**src/rtl/csa_sum_accumulator.sv**
```systemverilog
// csa_sum_accumulator: sums COUNT adder results {carry_in, sum_in} per block and hands the total downstream
// Ports: clk/rst (async, active-high) clock and reset; clear synchronously aborts the block;
//        in_valid/in_ready/sum_in/carry_in form the input handshake for adder results;
//        out_valid/out_ready/total/overflow form the output handshake for block results;
//        sample_cnt counts the results accepted in the current block.
module csa_sum_accumulator #(
  parameter int COUNT = 4,
  parameter int ACC_W = 16
) (
  input  logic             clk,
  input  logic             rst,
  input  logic             clear,
  input  logic             in_valid,
  output logic             in_ready,
  input  logic [7:0]       sum_in,
  input  logic             carry_in,
  output logic             out_valid,
  input  logic             out_ready,
  output logic [ACC_W-1:0] total,
  output logic             overflow,
  output logic [7:0]       sample_cnt
);
  typedef enum logic {ACCUM, DONE} state_t;
  state_t state_q, state_d;
  logic [ACC_W-1:0] acc_q, acc_d, total_q, total_d;
  logic ovf_q, ovf_d, overflow_q, overflow_d;
  logic [7:0] cnt_q, cnt_d;
  logic [ACC_W:0] sum_w;
  logic accept, last;
  assign in_ready   = !rst && state_q == ACCUM;
  assign out_valid  = state_q == DONE;
  assign total      = total_q;
  assign overflow   = overflow_q;
  assign sample_cnt = cnt_q;
  assign accept     = in_valid && in_ready;
  assign last       = cnt_q == 8'(COUNT - 1);
  // bit ACC_W is the carry out of the accumulator's top bit
  assign sum_w      = {1'b0, acc_q} + (ACC_W + 1)'({carry_in, sum_in});
  always_comb begin
    state_d    = state_q;
    acc_d      = acc_q;
    ovf_d      = ovf_q;
    cnt_d      = cnt_q;
    total_d    = total_q;
    overflow_d = overflow_q;
    if (clear || (out_valid && out_ready)) begin
      state_d = ACCUM;
      acc_d   = '0;
      ovf_d   = 1'b0;
      cnt_d   = '0;
    end else if (accept) begin
      acc_d = sum_w[ACC_W-1:0];
      ovf_d = ovf_q | sum_w[ACC_W];
      cnt_d = cnt_q + 8'd1;
      if (last) begin
        total_d    = sum_w[ACC_W-1:0];
        overflow_d = ovf_q | sum_w[ACC_W];
        state_d    = DONE;
      end
    end
  end
  always_ff @(posedge clk or posedge rst) begin
    if (rst) begin
      state_q    <= ACCUM;
      acc_q      <= '0;
      ovf_q      <= 1'b0;
      cnt_q      <= '0;
      total_q    <= '0;
      overflow_q <= 1'b0;
    end else begin
      state_q    <= state_d;
      acc_q      <= acc_d;
      ovf_q      <= ovf_d;
      cnt_q      <= cnt_d;
      total_q    <= total_d;
      overflow_q <= overflow_d;
    end
  end
endmodule

```
**config.mk**
```make
export PLATFORM = sky130hd
export DESIGN_NAME = csa_sum_accumulator
export DESIGN_NICKNAME = d
export VERILOG_FILES = /design/src/rtl/csa_sum_accumulator.sv
export SDC_FILE = /design/constraint.sdc
export NUM_CORES = 1
export LEC_CHECK = 0
export ABC_AREA = 1
export CAP_MARGIN = 30
export CELL_PAD_IN_SITES_DETAIL_PLACEMENT = 0
export CELL_PAD_IN_SITES_GLOBAL_PLACEMENT = 1
export CORE_ASPECT_RATIO = 2
export CORE_UTILIZATION = 39
export DETAILED_ROUTE_END_ITERATION = 10
export PLACE_DENSITY = 0.88
export SLEW_MARGIN = 30
export SYNTH_ARGS = -nofsm -noshare
export SYNTH_HDL_FRONTEND = slang
export SYNTH_SLANG_ARGS = --single-unit
export TNS_END_PERCENT = 1
```
**constraint.sdc**
```tcl
create_clock -name clk -period 3.9 [get_ports clk]
set_input_delay 1.17 -clock clk [delete_from_list [all_inputs] [get_ports clk]]
set_output_delay 1.17 -clock clk [all_outputs]
set_load 0.05 [all_outputs]
```
==> flow_summary.toml <==
[outcome]
outcome = "finished, final reports clean"

[yosys]
synth_warnings = 0
synth-edff-count = 0
syn_area_sq_mm = 0.002485
yosys.area.top_type = "dfrtp_1"
synth.most_common_cell = "nand2_1"
synth_common_cells = "nand2_1, dfrtp_1, inv_1"
synth-seq-cells = 43
synth_top_area_share_pct = 43.30
synthDistinctLibCells = 29
syn_nets = 360
ys.flop_type = "dfrtp_1"
ys_seq_area_share_pct = 43.30
synthArstFlopShare_pct = 100.0
synth_cells = 335
synth_top_cells_by_area = "dfrtp_1, nand2_1, nand3_1"
synth_area_per_cell_sq_um = 7.418

[cells_and_area]
finish.instance_area_sq_mm = 0.003131
final_net_count = 405
area_delta_synth_final_pct = 25.98
final_util_pct = 51.69
num_antenna_cells = 0
drive_above_1_share_pct = 5.000

[clocking]
cts_root_buffer = "clkbuf_16"
cts_resized = 0
cts.sink_count = 43
cts_buffers = 5
cts_tree = "built"
cts_setup_buffers = 0
htree_levels = 2
cts_hold_buf = 0
clock_latency_ns = 0.29
cts.path.max_buffers = 2
path_clk_slew_ns = 0.06

[critical_path]
cp_num_buf_inv = 2
rrSetupSlack_ns = 1.99
path_delay_family = "buffers and inverters"
r2r_cells = 9
crit_type = "in -> out"
reg2reg_to = "total[12]$_DFFE_PP0P_"
crit_arrival_ns = 1.96
max_stage_delay_ns = 0.44
cp-start-kind = "input pin"
cp_max_fo = 2
crit_end = "in_ready"
worstPathCellList = "clkdlybuf4s50_1 > nor2_2 > buf_4"
critical_path_depth = 3
critPathLaunch = "rst"
crit_required_ns = 2.73
cp-end-kind = "output pin"
crit-reg2reg-launch = "acc_q[0]$_DFFE_PP0P_"
cp_slowest_cell = "clkdlybuf4s50_1"

[drt]
vias_per_cell = 4.793
ant_nets = 0
drcViolationCount = 0
drtIter0Drc = 102
via_count = 2224
firstDrtPassIters = 4
wire_per_inst_um = 12.98
drt-total-wl_um = 6022

[sta]
hold_viol_final = 0
maxSlewViolCount = 0
clock_skew_ns = 0.005452
setup_violations = 0
tightest_slew_ns = 0.6309
slew_headroom_pct = 57.68
fin_ws_ns = 0.7687
maxClockFrequency_ghz = 0.3194
final.period_utilization_pct = 80.29
min_period_ns = 3.131
finalSetupTns_ns = 0
rsz0062_at_grt = "false"
hold_ws_ns = 0.4738

[placement]
place_area_sq_mm = 0.002972
io_buffers = 40
pre_cts_ws_ns = 0.7621
place_hpwl_um = 4373
place_congestion = 0.8733

[global_routing]
grt.met3_usage_pct = 2.925
grt_use_total_pct = 19.85
grt_pass1_wl_um = 10070
grt_pass1_vias = 2214
grt_util_met2_pct = 37.01
grt_max_degree = 24
antenna_found_initial = 0
met1_usage_pct = 21.47
top_usage_layer = "met2"
grt_overflow_total = 0

[pwr]
swShare_pct = 25.81
pwr-share-clk_pct = 42.4
irDropWorstVdd_mv = 0.2155
powerDensity_mw_per_mm2 = 352.4
p_comb_share_pct = 15.1
p_seq_share_pct = 42.5
power_leakage_nw = 1.685
p_sw_mw = 0.2847
p_int_mw = 0.8184

[floorplan]
die_area_sq_mm = 0.006714
fp.dieH_um = 114.9
num_rows = 40
die_w_um = 58.44
ioPinCount = 41
initial_core_util_pct = 41.03
core-area_sq_mm = 0.006056

[run]
max_cap_viol_count = 0

[min_path]
worstHoldStart = "total[2]$_DFFE_PP0P_"
min_path_type = "reg -> reg"
## flip-flops by register name (all words and copies together) (netlist names)
register / flops
overflow: 1
total: 16
out_valid: 1
acc_q: 16
ovf_q: 1
sample_cnt: 8
## placed cells by master, fill, tap and decap left out, drive strengths merged, types with 2 or more instances in the layout
master and instances:
buf 3, nor3 5, a22o 5, clkdlybuf4s50 39
nand2 148, clkbuf 6, nand3 31, nor2 18
nand4 3, or2 2, clkinv 2, a21oi 8
o21ai 5, xor2 7, dfrtp 43, inv 40
ha 10
## layer usage
layer / vias up / routed length (um) / part of all wire (%)
li1: 1130 / - / -
met1: 1044 / 2358 / 39
met2: 39 / 3360 / 56
met3: 11 / 164 / 2.7
met4: 0 / 139 / 2.3
met5: - / 0 / 0
## worst min path at each step
stage / end / slack [ns] / depth (start not counted)
after floorplan: acc_q[5]$_DFFE_PP0P_ / 0.45 / 2
after global placement: total[2]$_DFFE_PP0P_ / 0.46 / 2
after detailed placement: total[2]$_DFFE_PP0P_ / 0.46 / 2
after CTS: total[2]$_DFFE_PP0P_ / 0.48 / 2
after global routing: total[1]$_DFFE_PP0P_ / 0.49 / 2
final: total[2]$_DFFE_PP0P_ / 0.47 / 2
## power groups by stage
stage | registers [mW] | clock network [mW] | logic [mW]
global route | 0.470 | 0.495 | 0.183
detailed placement | 0.477 | 0 | 0.166
global placement | 0.476 | 0 | 0.165
finish | 0.469 | 0.468 | 0.167
CTS | 0.469 | 0.477 | 0.168
floorplan | 0.499 | 0 | 0.0884
## worst min-delay path, stage by stage, from the launching register on
cell and delay, ns:
dfrtp_1 0.34, nand2_1 0.06, nand2_1 0.05
## through the flow
stage,instances,power [mW]
floorplan,335,0.5872
global placement,457,0.6414
detailed placement,457,0.6431
CTS,464,1.114
global route,464,1.148
finish,464,1.103
## cells by family after synthesis
| group | after synthesis | share of synthesized area [%] |
|---|---|---|
| flip-flops | 43 | 43.30 |
| buffers and inverters | 46 | 7.704 |
| XOR/XNOR | 8 | 2.820 |
| adder cells (fa/ha/maj) | 11 | 5.841 |
| AO/OA/AOI/OAI | 19 | 5.086 |
| AND/OR/NAND/NOR | 208 | 35.25 |
## cell type report
cell class | count | area (sq um)
timing repair buffer | 42 | 412.9
sequential | 43 | 1076
multi-input combinational | 246 | 1217
clock inverter | 1 | 30.03
inverter | 42 | 160.2
tap | 84 | 105.1
clock buffer | 6 | 128.9
fill | 610 | 2925
Note: power is estimated with default switching activity, not from simulation.
==> variant 1, RTL diff (same settings) <==
Change the parameter `ACC_W` from 16 to 18.
--- a/src/rtl/csa_sum_accumulator.sv
+++ b/src/rtl/csa_sum_accumulator.sv
@@ -5,7 +5,7 @@
 //        sample_cnt counts the results accepted in the current block.
 module csa_sum_accumulator #(
   parameter int COUNT = 4,
-  parameter int ACC_W = 16
+  parameter int ACC_W = 18
 ) (
   input  logic             clk,
   input  logic             rst,
Ports: changed (resized total); port bits go from 41 to 43. The function was not compared with the original's and may differ.
==> variant 1 against the unedited design <==
  * Non-clock buffer count rose by 3
  * Sequential cell count rose by 4
  * Wire length rose by 17%
  * Worst setup slack got worse by 25 ps
  * Count of clock-buffer cells in the layout fell by 1
  * Final area rose by 9.3%
  * Total power rose by 0.11%
  * Global-route usage rose by 1.3 points
  * Critical path type unchanged
  * Die area rose by 11%
  * Area after synthesis rose by 11%
==> variant 1: results (changes against the unedited design) <==
power_and_ir_drop:
  reported_leakage_power_nw: 1.785  # +5.9%
  power.switching_fraction_pct: 27.96  # +2.1 points
  sequentialPowerShare_pct: 45.9  # +3.4 points
  comb_pwr_share_pct: 15.3  # +0.2 points
  netSwitchingPower_mw: 0.3088  # +8.4%
  ir_drop_uv: 250.4  # +16%
place:
  place_worst_setup_slack_ps: 637.9  # -124.2 ps
  final_hpwl_dp_microns: 5321  # +22%
  placement.cell_area_sq_mm: 0.003276  # +10%
  routabilityCongestion: 0.8930  # +2.3%
timing:
  worst_clock_skew_ps: 4.128  # -1.324 ps
  hold-worst-slack_ps: 479.6  # +5.869 ps
  headroom_to_the_max_slew_limit_pct: 61.11  # +3.4 points
  layout_min_cycle_time_ps: 3157  # +25.49 ps
min_path:
  worst_hold_path.endpoint: "total[10]$_DFFE_PP0P_"
setup_path:
  crit-reg2reg-capture: "total[14]$_DFFE_PP0P_"
  reg2reg_depth: 13  # +4
layout:
  final-instance-count-excl-fill: 518  # +12%
  nNetsFinal: 452  # +12%
global_route:
  groute.layer.met3.usage_pct: 2.985  # +0.060 points
  grtUsageMet1_pct: 22.81  # +1.3 points
logic_synthesis:
  synth.area.top_cells: "sky130_fd_sc_hd__dfrtp_1, sky130_fd_sc_hd__nand2_1, sky130_fd_sc_hd__nand3_1"
  avgSynthCellArea_sq_um: 7.226  # -2.6%
  synth-seq-area-share_pct: 42.61  # -0.69 points
  syn_nets: 407  # +13%
drt:
  first_iter_violations: 89  # -13%
  detailroute.wirelength.met3_microns: 227  # +38%
  wl_met2_microns: 3868  # +15%
  met1Wirelength_microns: 2630  # +12%
  detail_route.vias_per_cell: 4.871  # +1.6%
run_status:
  run_status: "complete, no violations"
variant 1: cell types whose count changed after synthesis, moves of 5 or more:
cell / delta
sky130_fd_sc_hd__o21ai_0: +9
sky130_fd_sc_hd__nor2_1: +7
sky130_fd_sc_hd__inv_1: +11
sky130_fd_sc_hd__nand3_1: +6
sky130_fd_sc_hd__xor2_1: -5
sky130_fd_sc_hd__nand2_1: +5
variant 1: worst max-delay path: cells and delay by family:
family | cells | cell delay [ps]
simple gates | 1 | 140
buf+inv | 2 | 680
variant 1: logic make-up after synthesis:
kind of cell | count (synthesis) | share of synthesized area, %
and+or+nand+nor | 228 | 34.86
buffers and inverters | 58 | 8.386
DFF | 47 | 42.61
AOI/OAI and AO/OA | 31 | 6.664
adders and majority gates | 11 | 5.258
xor gates and xnor gates | 7 | 2.221
variant 1: layout make-up:
type                    instances  area (sq um)
inverters                      51         193.9
fillers                       724          3466
clock buffers                   5         125.1
repair buffers                 45         440.4
multi-input cells             277          1353
flip-flops and latches         47          1176
well taps                      90         112.6
clock inverters                 3         20.02
==> variant 2, RTL diff (config.mk and constraints unchanged) <==
Made on the original files. Reset style: synchronous (`rst`), changed in one clocked block. Comments in the files are not updated.
--- a/src/rtl/csa_sum_accumulator.sv
+++ b/src/rtl/csa_sum_accumulator.sv
@@ -59,7 +59,7 @@
       end
     end
   end
-  always_ff @(posedge clk or posedge rst) begin
+  always_ff @(posedge clk) begin
     if (rst) begin
       state_q    <= ACCUM;
       acc_q      <= '0;
Check against the original RTL: differs if rst is asserted again (counterexample within 4 cycles, from zero or initial values and one cycle with rst high); with rst held inactive, the same outputs for 4 cycles.
==> variant 2 against the unedited design <==
  * Total power decreased by 0.10%
  * Final area is 1.5% higher
  * Fmax up 0.18%
  * Critical path type unchanged
  * Worst setup slack gained 5.6 ps
  * Wire length increased by 4.3%
  * Area after synthesis up 2.2%
  * First-iteration DRC count fell by 51%
  * Sequential cell count did not move
  * Final cell count increased by 11%
==> variant 2: results (changes against the unedited design) <==
drt:
  avgRoutedWirePerCell_microns: 12.25  # -5.6%
  first_iter_violations: 50  # -51%
  num_vias: 2406  # +8.2%
place:
  place_worst_setup_slack_ps: 772.6  # +10.46 ps
  final_hpwl_dp_microns: 4764  # +8.9%
  placement.cell_area_sq_mm: 0.002989  # +0.59%
  routabilityCongestion: 0.8106  # -7.2%
logic_synthesis:
  synth_xor_xnor_area_share_pct: 2.760  # -0.060 points
  synth.area.top_cells: "sky130_fd_sc_hd__dfxtp_1, sky130_fd_sc_hd__nand2_1, sky130_fd_sc_hd__nor2_1"
  async_flop_share_pct: 0  # -100 points
  synth-compound-area-share_pct: 8.280  # +3.2 points
  synth_fa_ha_area_share_pct: 5.717  # -0.12 points
  portion_of_netlist_area_occupied_by_mux_cells_pct: 0  # unchanged
  avgSynthCellArea_sq_um: 6.594  # -11%
  yosys_most_used_dff: "sky130_fd_sc_hd__dfxtp_1"
  netlist_area_sq_mm: 0.002539  # +2.2%
  ys_types: 29  # unchanged
  synth-seq-area-share_pct: 33.91  # -9.4 points
layout:
  fill_cells: 668  # +9.5%
  multiInputGateArea_sq_mm: 0.001355  # +11%
  inverters_excl_clock: 62  # +48%
  regArea_sq_um: 860.8  # -20%
  nNetsFinal: 451  # +11%
  area.share.sequential_pct: 27.09  # -7.3 points
  area_share_nonclk_buffers_pct: 13.62  # +0.43 points
  buffers_excl_clock: 43  # +2.4%
  drive_gt1_share_pct: 6.557  # +1.6 points
  final-instance-count-excl-fill: 513  # +11%
  final-clk-cell-share_pct: 5.945  # +0.87 points
  comb.multi_input.count: 271  # +10%
run_status:
  run_status: "complete, no violations"
global_route:
  total_track_usage_pct: 20.33  # +0.48 points
  via_count_of_the_first_global_routing_pass: 2320  # +4.8%
  grt_first_pass_wirelength_microns: 10460  # +3.9%
  grt_start_max_net_pins: 27  # +13%
setup_path:
  reg2reg_depth: 8  # -1
  flop_to_flop_setup_slack_ps: 2040  # +50 ps
  r2r-start: "sample_cnt[0]$_SDFFE_PP0P_"
  crit-reg2reg-capture: "total[9]$_SDFFE_PP0P_"
  start_point_of_the_critical_path: "rst"
timing:
  fin_crit_sh_pct: 80.15  # -0.14 points
  hold-worst-slack_ps: 476.1  # +2.338 ps
  headroom_to_the_max_slew_limit_pct: 63.15  # +5.5 points
  worst_clock_skew_ps: 6.201  # +0.7490 ps
power_and_ir_drop:
  power.switching_fraction_pct: 22.63  # -3.2 points
  netSwitchingPower_mw: 0.2494  # -12%
  ir_drop_uv: 289.8  # +34%
  pg_comb_mw: 0.103  # -38%
  reported_leakage_power_nw: 1.503  # -11%
min_path:
  hp-start: "acc_q[2]$_SDFFE_PP0P_"
  worst_hold_path.endpoint: "acc_q[2]$_SDFFE_PP0P_"
-- variant 2: changes by cell type after synthesis, moves of 3 or more --
cell                      change
sky130_fd_sc_hd__o21ai_1      +3
sky130_fd_sc_hd__nor2_1      +45
sky130_fd_sc_hd__nor2_4       +4
sky130_fd_sc_hd__nor2_2       +3
sky130_fd_sc_hd__nand2_1     -53
sky130_fd_sc_hd__a22o_1       -5
sky130_fd_sc_hd__o21ai_0      +8
sky130_fd_sc_hd__dfrtp_1     -43
sky130_fd_sc_hd__dfxtp_1     +43
sky130_fd_sc_hd__buf_6        +5
sky130_fd_sc_hd__inv_1       +22
sky130_fd_sc_hd__a21oi_1     +16
-- variant 2: layer usage --
metal,GRT usage (%),wire [microns],up-vias
met3,3.433,221,11
met5,0,0,-
met1,20.65,2470,1081
li1,-,-,1272
met2,38.56,3412,42
met4,9.683,178,0
-- variant 2: worst max-delay path: cells and delay by family --
kind	cells	cell delay, ps
simple gates	1	190
buf+inv	2	590
